File: config.mk
export PLATFORM = sky130hd
export DESIGN_NAME = cam_frame_sched
export DESIGN_NICKNAME = d
export VERILOG_FILES = /design/src/rtl/cam_frame_sched.sv
export SDC_FILE = /design/constraint.sdc
export NUM_CORES = 1
export LEC_CHECK = 0
export CAP_MARGIN = 10
export CORE_ASPECT_RATIO = 0.5
export CORE_MARGIN = 10
export CORE_UTILIZATION = 44
export CTS_CLUSTER_DIAMETER = 80
export DETAILED_ROUTE_END_ITERATION = 8
export GPL_TIMING_DRIVEN = 0
export PLACE_DENSITY = 0.86
export SETUP_SLACK_MARGIN = 0.05
export SYNTH_ARGS = -nofsm -noshare
export SYNTH_HDL_FRONTEND = slang
export SYNTH_SLANG_ARGS = --single-unit
File: constraint.sdc
create_clock -name clk -period 3.3 [get_ports clk]
set_input_delay 0.33 -clock clk [delete_from_list [all_inputs] [get_ports clk]]
set_output_delay 0.33 -clock clk [all_outputs]
set_load 0.1 [all_outputs]
File: src/rtl/cam_frame_sched.sv
// cam_frame_sched
//   Ping-pong frame-buffer scheduler between the register block and the
//   camera write DMA. Each camera frame is handed to one of two host buffers.
//   A buffer is reused only after the host releases it with its xdma_ack bit.
//   Frames that arrive with no free buffer, or while a frame is still being
//   written, are dropped and counted in a saturating counter.
//
// Ports
//   clk          clock, all logic on posedge
//   rst          synchronous, active-high reset
//   cam_en       capture enable (level)
//   cam_addr_1   host base address of buffer 0
//   cam_addr_2   host base address of buffer 1
//   frame_sof    1-cycle start-of-frame pulse
//   wr_done      1-cycle pulse, DMA writer finished the current frame
//   xdma_ack     per-buffer release pulses from the host (bit0=buf0)
//   wr_start     1-cycle pulse, begin writing a frame at wr_addr
//   wr_addr      base address of the current frame, held through the write
//   wr_busy      high from wr_start until the cycle after wr_done
//   usr_irq_req  per-buffer interrupt request, mirrors buf_full
//   buf_full     1 = buffer filled and awaiting host ack
//   drop_cnt     saturating count of dropped frames
module cam_frame_sched #(
    parameter int ADDR_W = 32,
    parameter int CNT_W  = 16
) (
    input  logic              clk,
    input  logic              rst,
    input  logic              cam_en,
    input  logic [ADDR_W-1:0] cam_addr_1,
    input  logic [ADDR_W-1:0] cam_addr_2,
    input  logic              frame_sof,
    input  logic              wr_done,
    input  logic [1:0]        xdma_ack,
    output logic              wr_start,
    output logic [ADDR_W-1:0] wr_addr,
    output logic              wr_busy,
    output logic [1:0]        usr_irq_req,
    output logic [1:0]        buf_full,
    output logic [CNT_W-1:0]  drop_cnt
);

    typedef enum logic [1:0] {IDLE, ARMED, WRITE} state_t;

    state_t state;
    logic   next_buf;
    logic   cur_buf;

    // Ownership after this cycle's host releases; a grant decided in the same
    // cycle as an ack already sees the released buffer.
    logic [1:0] full_rel;
    logic [1:0] done_set;
    logic       grant;
    logic       sel;

    assign full_rel = buf_full & ~xdma_ack;
    assign done_set = (state == WRITE && wr_done) ? (2'b01 << cur_buf) : 2'b00;

    // Prefer the buffer after the last one filled, fall back to the other.
    always_comb begin
        grant = 1'b1;
        sel   = next_buf;
        if (full_rel[next_buf]) begin
            if (!full_rel[~next_buf]) begin
                sel = ~next_buf;
            end else begin
                grant = 1'b0;
            end
        end
    end

    function automatic logic [CNT_W-1:0] sat_inc(input logic [CNT_W-1:0] v);
        return (&v) ? v : v + 1'b1;
    endfunction

    always_ff @(posedge clk) begin
        if (rst) begin
            state    <= IDLE;
            wr_start <= 1'b0;
            wr_busy  <= 1'b0;
            wr_addr  <= '0;
            buf_full <= 2'b00;
            drop_cnt <= '0;
            next_buf <= 1'b0;
            cur_buf  <= 1'b0;
        end else begin
            wr_start <= 1'b0;
            buf_full <= full_rel | done_set;
            case (state)
                IDLE: begin
                    if (cam_en) begin
                        state <= ARMED;
                    end
                end
                ARMED: begin
                    if (frame_sof) begin
                        if (grant) begin
                            wr_start <= 1'b1;
                            wr_busy  <= 1'b1;
                            wr_addr  <= sel ? cam_addr_2 : cam_addr_1;
                            cur_buf  <= sel;
                            state    <= WRITE;
                        end else begin
                            drop_cnt <= sat_inc(drop_cnt);
                        end
                    end else if (!cam_en) begin
                        state <= IDLE;
                    end
                end
                WRITE: begin
                    // A sof here is a writer overrun, even alongside wr_done.
                    if (frame_sof) begin
                        drop_cnt <= sat_inc(drop_cnt);
                    end
                    if (wr_done) begin
                        next_buf <= ~cur_buf;
                        wr_busy  <= 1'b0;
                        state    <= cam_en ? ARMED : IDLE;
                    end
                end
                default: state <= IDLE;
            endcase
        end
    end

    assign usr_irq_req = buf_full;

endmodule

==> results.txt, run 1 <==
The quantity of gates resized following cts is 0. The maximum level of the CTS H-tree was 2; the synthesized-area fraction occupied by adder cells was 0.00881. The hold violation count in the final report was 0; the async set-reset flop share out of synthesis was 0.

In this run, placement finished with an instance count of 468. Based on the critical path, the design can be clocked at up to 433 MHz. The initial antenna violation count was 0; the number of detailed-routing iterations run before antenna repair was 7. The run gives 125 as the number of top-level pins.

For this run the aggregate overflow at the end of global routing stands at 0. The max-slew violation total from the final report was 0. The routability-driven placement congestion ratio was 0.867. Post-route clock period utilization: 0.700. The critical path is of the reg -> out type. Setup repair after global routing left no endpoint under its margin.

The depth of the worst register-to-register path is 6, and the peak supply drop is 0.262 mV. The count of cells in the finished layout, fillers not included, comes to 476. The average cell area after synthesis came out at 9.39 µm².

The detail route stage leaves a number of antenna-violating nets equal to 0. The run gives 2970 ps as the worst path required time. Number of cells on the worst hold path: 2.

The worst setup path is captured at a primary output. The number of distinct library cells after synthesis came out at 41. The top flip-flop cell by instance count after synthesis is dfxtp_1. The area of combinational cells with multiple inputs was 1330 µm². The final critical path time including I/O delays and setup works out to 2310 ps.

Simple-gate share of the synthesized area: 0.188. TritonCTS built the clock tree. The slack of the worst reg-to-reg path is 1390 ps. The synthesized-area fraction occupied by ao, oa, aoi and oai cells is 0.165, and the clock-pin slew on the worst setup and hold paths is 70 ps. The filler cells instantiated in the layout total 419. The clock passes through at most 2 buffers.

The area growth from synthesis to layout is 57.5%. For the starting utilization of the core area, the log shows 0.459. Setup violations remaining at the end of the flow were counted as 0. Between clock sinks in the finished design, the worst skew comes to 3.54 ps. After clock tree synthesis, the setup repair step added 0 buffers. In the final routed layout, each cell accounts on average for 17.7 µm.

The tools report the starting DRC count in detailed routing as 135. For this run, design rule violations remaining after detail routing come to 0. The tools report the count of inserted antenna diode cells as 0.

In this run the core area contains 19 standard-cell rows. In this run the worst hold path is classified as in -> reg. On the critical path, the stage with the largest delay is an instance of clkdlybuf4s50_1. In this run the power density over the cells is 405 nW/µm². Final net count: 474. The number of buffers inserted by port buffering works out to 123. Detailed routing inserted a total of 2,510 vias.

Headroom to the max-slew limit: 0.323. Max-cap violations in this run came to 0. The core area is 5560 µm², and the share of synthesized area spent on multiplexers is 0.137. The sink count of the clock tree was 56. After clock tree synthesis, the flow added hold-fix buffers numbering 0.

The main combinational cell family by area after synthesis was simple AND/OR/NAND/NOR gates. For the netlist area before placement, the log shows 2550 µm². The flow ran to the end, and the final reports show no timing, DRC or antenna violations. The routed design has 8.41 mm of wire. Number of CTS-inserted buffers: 5. After detailed routing, the number of vias per cell comes to 5.27.

The via count of the first global-routing pass was 2,573; the post-synthesis share of cell area spent on xor and xnor gates was 0.0206. The tools report the post-synthesis sequential area ratio as 0.439. The tools report the accumulated negative setup slack as 0 ps. For the post-synth net total, the log shows 344. The first global-routing pass estimated 13.2 mm of wire.

The run gives 6.76 mm as the estimated wirelength of the detail-placed design. The tools report the warning count from the yosys run as 0. Registers take 1120 µm². The floorplan die width was 128 µm; the count of flip-flops with a built-in enable after synthesis was 0. The critical path startpoint category was a register. The run gives 1.37 nW as the static leakage. The cell count after synthesis came out at 272. For the pin with the worst max-slew slack, the measured transition is 1010 ps.

Entering global routing, the biggest net connects 16 pins. The die span in y was 73.9 µm; the biggest fanout along the worst timing path was 4. The critical path goes through buf_4 -> clkdlybuf4s50_1. The cell at the root of the clock tree is clkbuf_16. The overall global routing resource usage is 0.172, and the full die area is 9440 µm². The fraction of final layout cells sized beyond drive strength 1 is 0.0521. The clock reaches the later pin of the worst-skew pair after 280 ps.

The number of synthesized register bits works out to 56. At the worst endpoint, the arrival time is 1980 ps. Critical path's largest stage delay: 1130 ps.
-- layout by cell type, fill, tap and decap left out, types with 2 or more instances in the layout --
cell	count
nand4_1	4
nand2_1	5
buf_2	3
o211ai_1	2
a211oi_1	34
o31ai_1	3
clkdlybuf4s50_1	123
clkbuf_16	5
nand2b_1	2
dfxtp_1	56
o21ai_0	3
or4_1	3
and2_1	3
nor2_1	52
nor3_1	3
mux2i_1	35
clkbuf_1	13
xor2_1	6
a21oi_1	8
and4_1	2
buf_4	5
nand3_1	7
nor2b_1	3
inv_1	3
-- cells in the mapped netlist, types with 3 or more instances --
library cell  number  area (µm²)
a211oi_1          34         255
a21oi_1            8        40.0
and2_1             3        18.8
buf_2              3        15.0
buf_4              5        37.5
clkbuf_1          11        41.3
dfxtp_1           56        1120
inv_1              3        11.3
mux2i_1           35         350
nand2_1            5        18.8
nand3_1            7        35.0
nand4_1            4        25.0
nor2_1            52         195
nor2b_1            3        18.8
nor3_1             3        15.0
o21ai_0            3        15.0
o31ai_1            3        22.5
or4_1              3        22.5
xor2_1             6        52.6
-- cells by family (layout without fill, tap and decap cells) --
family,after synthesis,in the layout
AOI/OAI and AO/OA,57,57
xor gates and xnor gates,6,6
adders and majority gates,2,2
buffers and inverters,23,154
DFF,56,56
muxes,35,35
and+or+nand+nor,93,93
-- state kept, by name, indices dropped and copies added, names as in the netlist --
name and flops:
wr_addr 32, cur_buf 1, next_buf 1, state 2, buf_full 2, wr_busy 1
drop_cnt 16, wr_start 1
-- critical path, delay by kind of cell, from the launching register on --
| family | cells | cell delay, ps |
|---|---|---|
| buffers and inverters | 2 | 1270 |
| flip-flops | 1 | 420 |
-- worst paths after layout --
kind / startpoint / end
worst max register to register: state[1] / wr_addr[24]
worst min-delay path: rst / wr_start
worst max-delay path: buf_full[0] / usr_irq_req[0]
worst min register to register: wr_addr[27] / wr_addr[27]
-- where the power goes --
group | switching, mW | leakage (nW) | internal [mW]
Sequential | 0.0133 | 0.455 | 0.699
Combinational | 0.243 | 0.844 | 0.144
Clock | 0.226 | 0.0712 | 0.303
Total | 0.482 | 1.37 | 1.15
-- metrics by stage --
step                hold slack, ps  instance area (µm²)  setup WS [ps]  utilization  total power, mW
finish                         454                 4020            989        0.723             1.63
global route                   478                 4020            957        0.723             1.68
CTS                            454                 4020            979        0.723             1.64
detailed placement             482                 3880            938        0.697             1.11
global placement               476                 3880           1020        0.697             1.11
floorplan                      461                 2550            958            -            0.962
-- metal layers --
metal / wire length, µm / global-route usage / up-vias
li1: - / - / 1241
met1: 3110 / 0.166 / 1210
met2: 4850 / 0.361 / 51
met3: 351 / 0.0402 / 8
met4: 93 / 0.0434 / 0
met5: 0 / 0 / -
-- cell type report --
cell class	instances	share of cell area
Buffer	20	0.0243
Clock buffer	8	0.0364
Inverter	3	0.00280
Multi-Input combinational cell	193	0.329
Sequential cell	56	0.279
Tap cell	73	0.0227
Timing Repair Buffer	123	0.306
No activity file was read; power rests on OpenSTA's default activity.
==> run 2, diff against run 1 <==
--- a/config.mk
+++ b/config.mk
@@ -8,11 +8,11 @@
 export CAP_MARGIN = 10
 export CORE_ASPECT_RATIO = 0.5
 export CORE_MARGIN = 10
-export CORE_UTILIZATION = 44
+export CORE_UTILIZATION = 37
 export CTS_CLUSTER_DIAMETER = 80
 export DETAILED_ROUTE_END_ITERATION = 8
 export GPL_TIMING_DRIVEN = 0
-export PLACE_DENSITY = 0.86
+export PLACE_DENSITY = 0.77
 export SETUP_SLACK_MARGIN = 0.05
 export SYNTH_ARGS = -nofsm -noshare
 export SYNTH_HDL_FRONTEND = slang
==> constraint.sdc (replaced) <==
create_clock -name clk -period 2.1 [get_ports clk]
set_input_delay 0.21 -clock clk [delete_from_list [all_inputs] [get_ports clk]]
set_output_delay 0.21 -clock clk [all_outputs]
set_load 0.1 [all_outputs]
==> run 2 against run 1 <==
Via count shrank 2.0%. Sequential power grew 57%. Register-to-register slack lost 1100 ps. Critical endpoint is now drop_cnt[5]. Largest cell class unchanged. Largest power group unchanged.
==> results.txt, run 2 (synthesis results as in run 1) <==
The total area inside the core boundary comes to 6700 µm². The transition time at the pin with the least slew margin is 1010 ps, and the sequential power share is 0.435. Setup repair after global routing left no endpoint under its margin. Max-slew violation total from the final report: 0. After filler insertion, the fill cell instance count of the layout stands at 558. Critical path startpoint category: a register. For the count of max-cap constraint violations, the log shows 0.

The largest registers in the layout are wr_addr: 32 flops, drop_cnt: 16 flops. Headroom to the max-slew limit: 0.324. The critical path goes through clkdlybuf4s50_1. The pre-CTS setup slack is -83.8 ps. The slack of the critical path is 86.1 ps, and the met1 layer wirelength in the final routing is 3.05 mm. The number of buffers and inverters on the critical path was 1; the average vias per placed instance was 4.98. The proportion of total power due to net switching came out at 0.290. The static leakage came out at 1.58 nW.

At the end of routability-driven placement, the weighted congestion stood at 0.812. The initial antenna violation count came out at 0. 125 I/O pins were placed. Dividing the detail-routed wire length by the instance count gives 16.4 µm.

The signed area change from the synthesized netlist to the final layout was 60.3%. In the detailed route, the total length drawn on met3 is 443 µm. The type of the setup path with the least slack is reg -> out. The combinational cell fraction of total power was 0.234; the overall via count from detail_route was 2,460. For the worst-skew pair, the clock arrives at the later sink with an insertion delay of 290 ps. The post-route clock period utilization is 0.959, and the maximum level of the CTS H-tree is 2. The tree is rooted in a clkbuf_16. The die is 78.8 µm tall. In the final timing run, aggregate negative setup slack is 0 ps. Counting I/O delays and the setup requirement, the final critical path takes 2010 ps.

The most common library cell in the layout ignoring fill and taps was clkdlybuf4s50_1. In the layout the commonest cells are clkdlybuf4s50_1, nor2_1, dfxtp_1. 0 antenna diodes ended up in the layout. Global routing finished with a remaining overflow of 0. Detailed routing placed a total of 4.54 mm of wire on met2. Via count of the first global-routing pass: 2,629. The register with the most flip-flops in the layout has 32 of them. VDD sags by at most 0.333 mV.

Across all hold checks on the routed design, the worst slack comes to 319 ps. Once the clock tree was built, the setup fixing pass inserted 0 buffers. Summed over all nets, the switching power comes to 0.746 mW. The sink count of the clock tree was 56. The kind of cell with the highest combined delay along the critical path is buffers and inverters. The number of buffers inserted by port buffering was 123; the maximum buffer depth of the clock tree was 2. In the routed design, unresolved DRC markers number 0.

The highest signal layer in the routed design is met4. The routed design has 8.11 mm of wire. The flow ran to the end, and the final reports show no timing, DRC or antenna violations.

Overall power consumption after layout is estimated at 2.57 mW. The logs give 0 for the hold violation count in the final report and 474 for the final net count. The floorplan die width is 138 µm. The starting utilization of the core area is 0.381, and the estimated wirelength of the detail-placed design is 6.55 mm. Once detail routing completed, the nets flagged for antenna violations numbered 0.

The number of core rows is 21, and the maximum operating frequency is 497 MHz. The die covers 10,800 µm². The tools report the maximum number of pins on one net before global-route repair as 16. The multi-input combinational cells in the finished layout cover a total of 1330 µm². In this run, the number of DRC markers left after iteration 0 of detailed routing was 124. The worst setup path is captured at a primary output. On the critical path, the stage with the largest delay is an instance of clkdlybuf4s50_1. For the overall global routing resource usage, the log shows 0.144. In this run the worst path has a maximum fanout of 6. The tools report the final number of setup-violating endpoints as 0. The first detailed-routing pass took 5 iterations.

TritonCTS built the clock tree. More flip-flops sit in one register than any other, and that register is wr_addr. Hold repair after CTS inserted 0 buffers. Counting the buffers created by CTS gives 5. The path class of the lowest-slack min-delay path is in -> reg. The first global-routing pass estimated 12.8 mm of wire. The area taken by flip-flops and latches was 1140 µm²; the fraction of final layout cells sized beyond drive strength 1 was 0.102. The worst path required time was 1890 ps; the data arrival at the endpoint of the critical path was 1800 ps.

The total power divided by cell area was 628 nW/µm²; the internal power of the cells was 1.83 mW. In this design, the stage delay of the slowest critical-path cell is 1150 ps. For the final database, setup skew stands at 4.58 ps. After clock tree synthesis, the clock-pin slew on the worst setup and hold paths is 60 ps. For the power share of the clock group, the log shows 0.330.
-- run 2: cell count changes in the layout (fill, tap and decap cells not counted) --
cell / change
clkbuf_1: -4
clkbuf_2: +2
clkbuf_8: +1
clkdlybuf4s50_1: -13
dfxtp_1: -17
dfxtp_2: +17
dlygate4sd2_1: +4
dlymetal6s2s_1: +9
-- run 2: worst paths after layout --
path	slack, ps	from	cells after the start	end
max	90	drop_cnt[5]	1	drop_cnt[5]
min reg2reg	480	drop_cnt[15]	1	drop_cnt[15]
max reg2reg	330	state[1]	6	wr_addr[30]
min	320	rst	2	wr_start
-- run 2: per-stage QoR --
stage	utilization	cell area (µm²)	cells
after global routing	0.611	4100	494
after global placement	0.585	3920	487
after floorplan	-	2580	272
final	0.611	4100	494
after CTS	0.607	4070	494
after detailed placement	0.585	3920	487
-- run 2: power by group through the flow --
stage          clock network, mW  registers (mW)  logic, mW
2_1_floorplan                  0            1.39      0.123
3_3_place_gp                   0            1.14      0.598
3_5_place_dp                   0            1.14      0.606
4_1_cts                    0.880            1.12      0.608
5_1_grt                    0.918            1.12      0.634
6_report                   0.850            1.12      0.603
-- run 2: layout make-up --
type                    instances  share of cell area
multi-input cells             193               0.324
repair buffers                123               0.305
flip-flops and latches         56               0.279
clock buffers                   7              0.0373
well taps                      92              0.0281
plain buffers                  20              0.0244
inverters                       3             0.00275
-- run 2: what timing repair did --
action | CTS | global route
resized for setup | 4 | 13
endpoints found under the setup margin | 4 | 20
cloned | 0 | 0
-- run 2: metal layers --
layer | global-route usage | vias up
met1 | 0.140 | 1175
li1 | - | 1233
met2 | 0.291 | 43
met3 | 0.0408 | 9
met5 | 0 | -
met4 | 0.0356 | 0
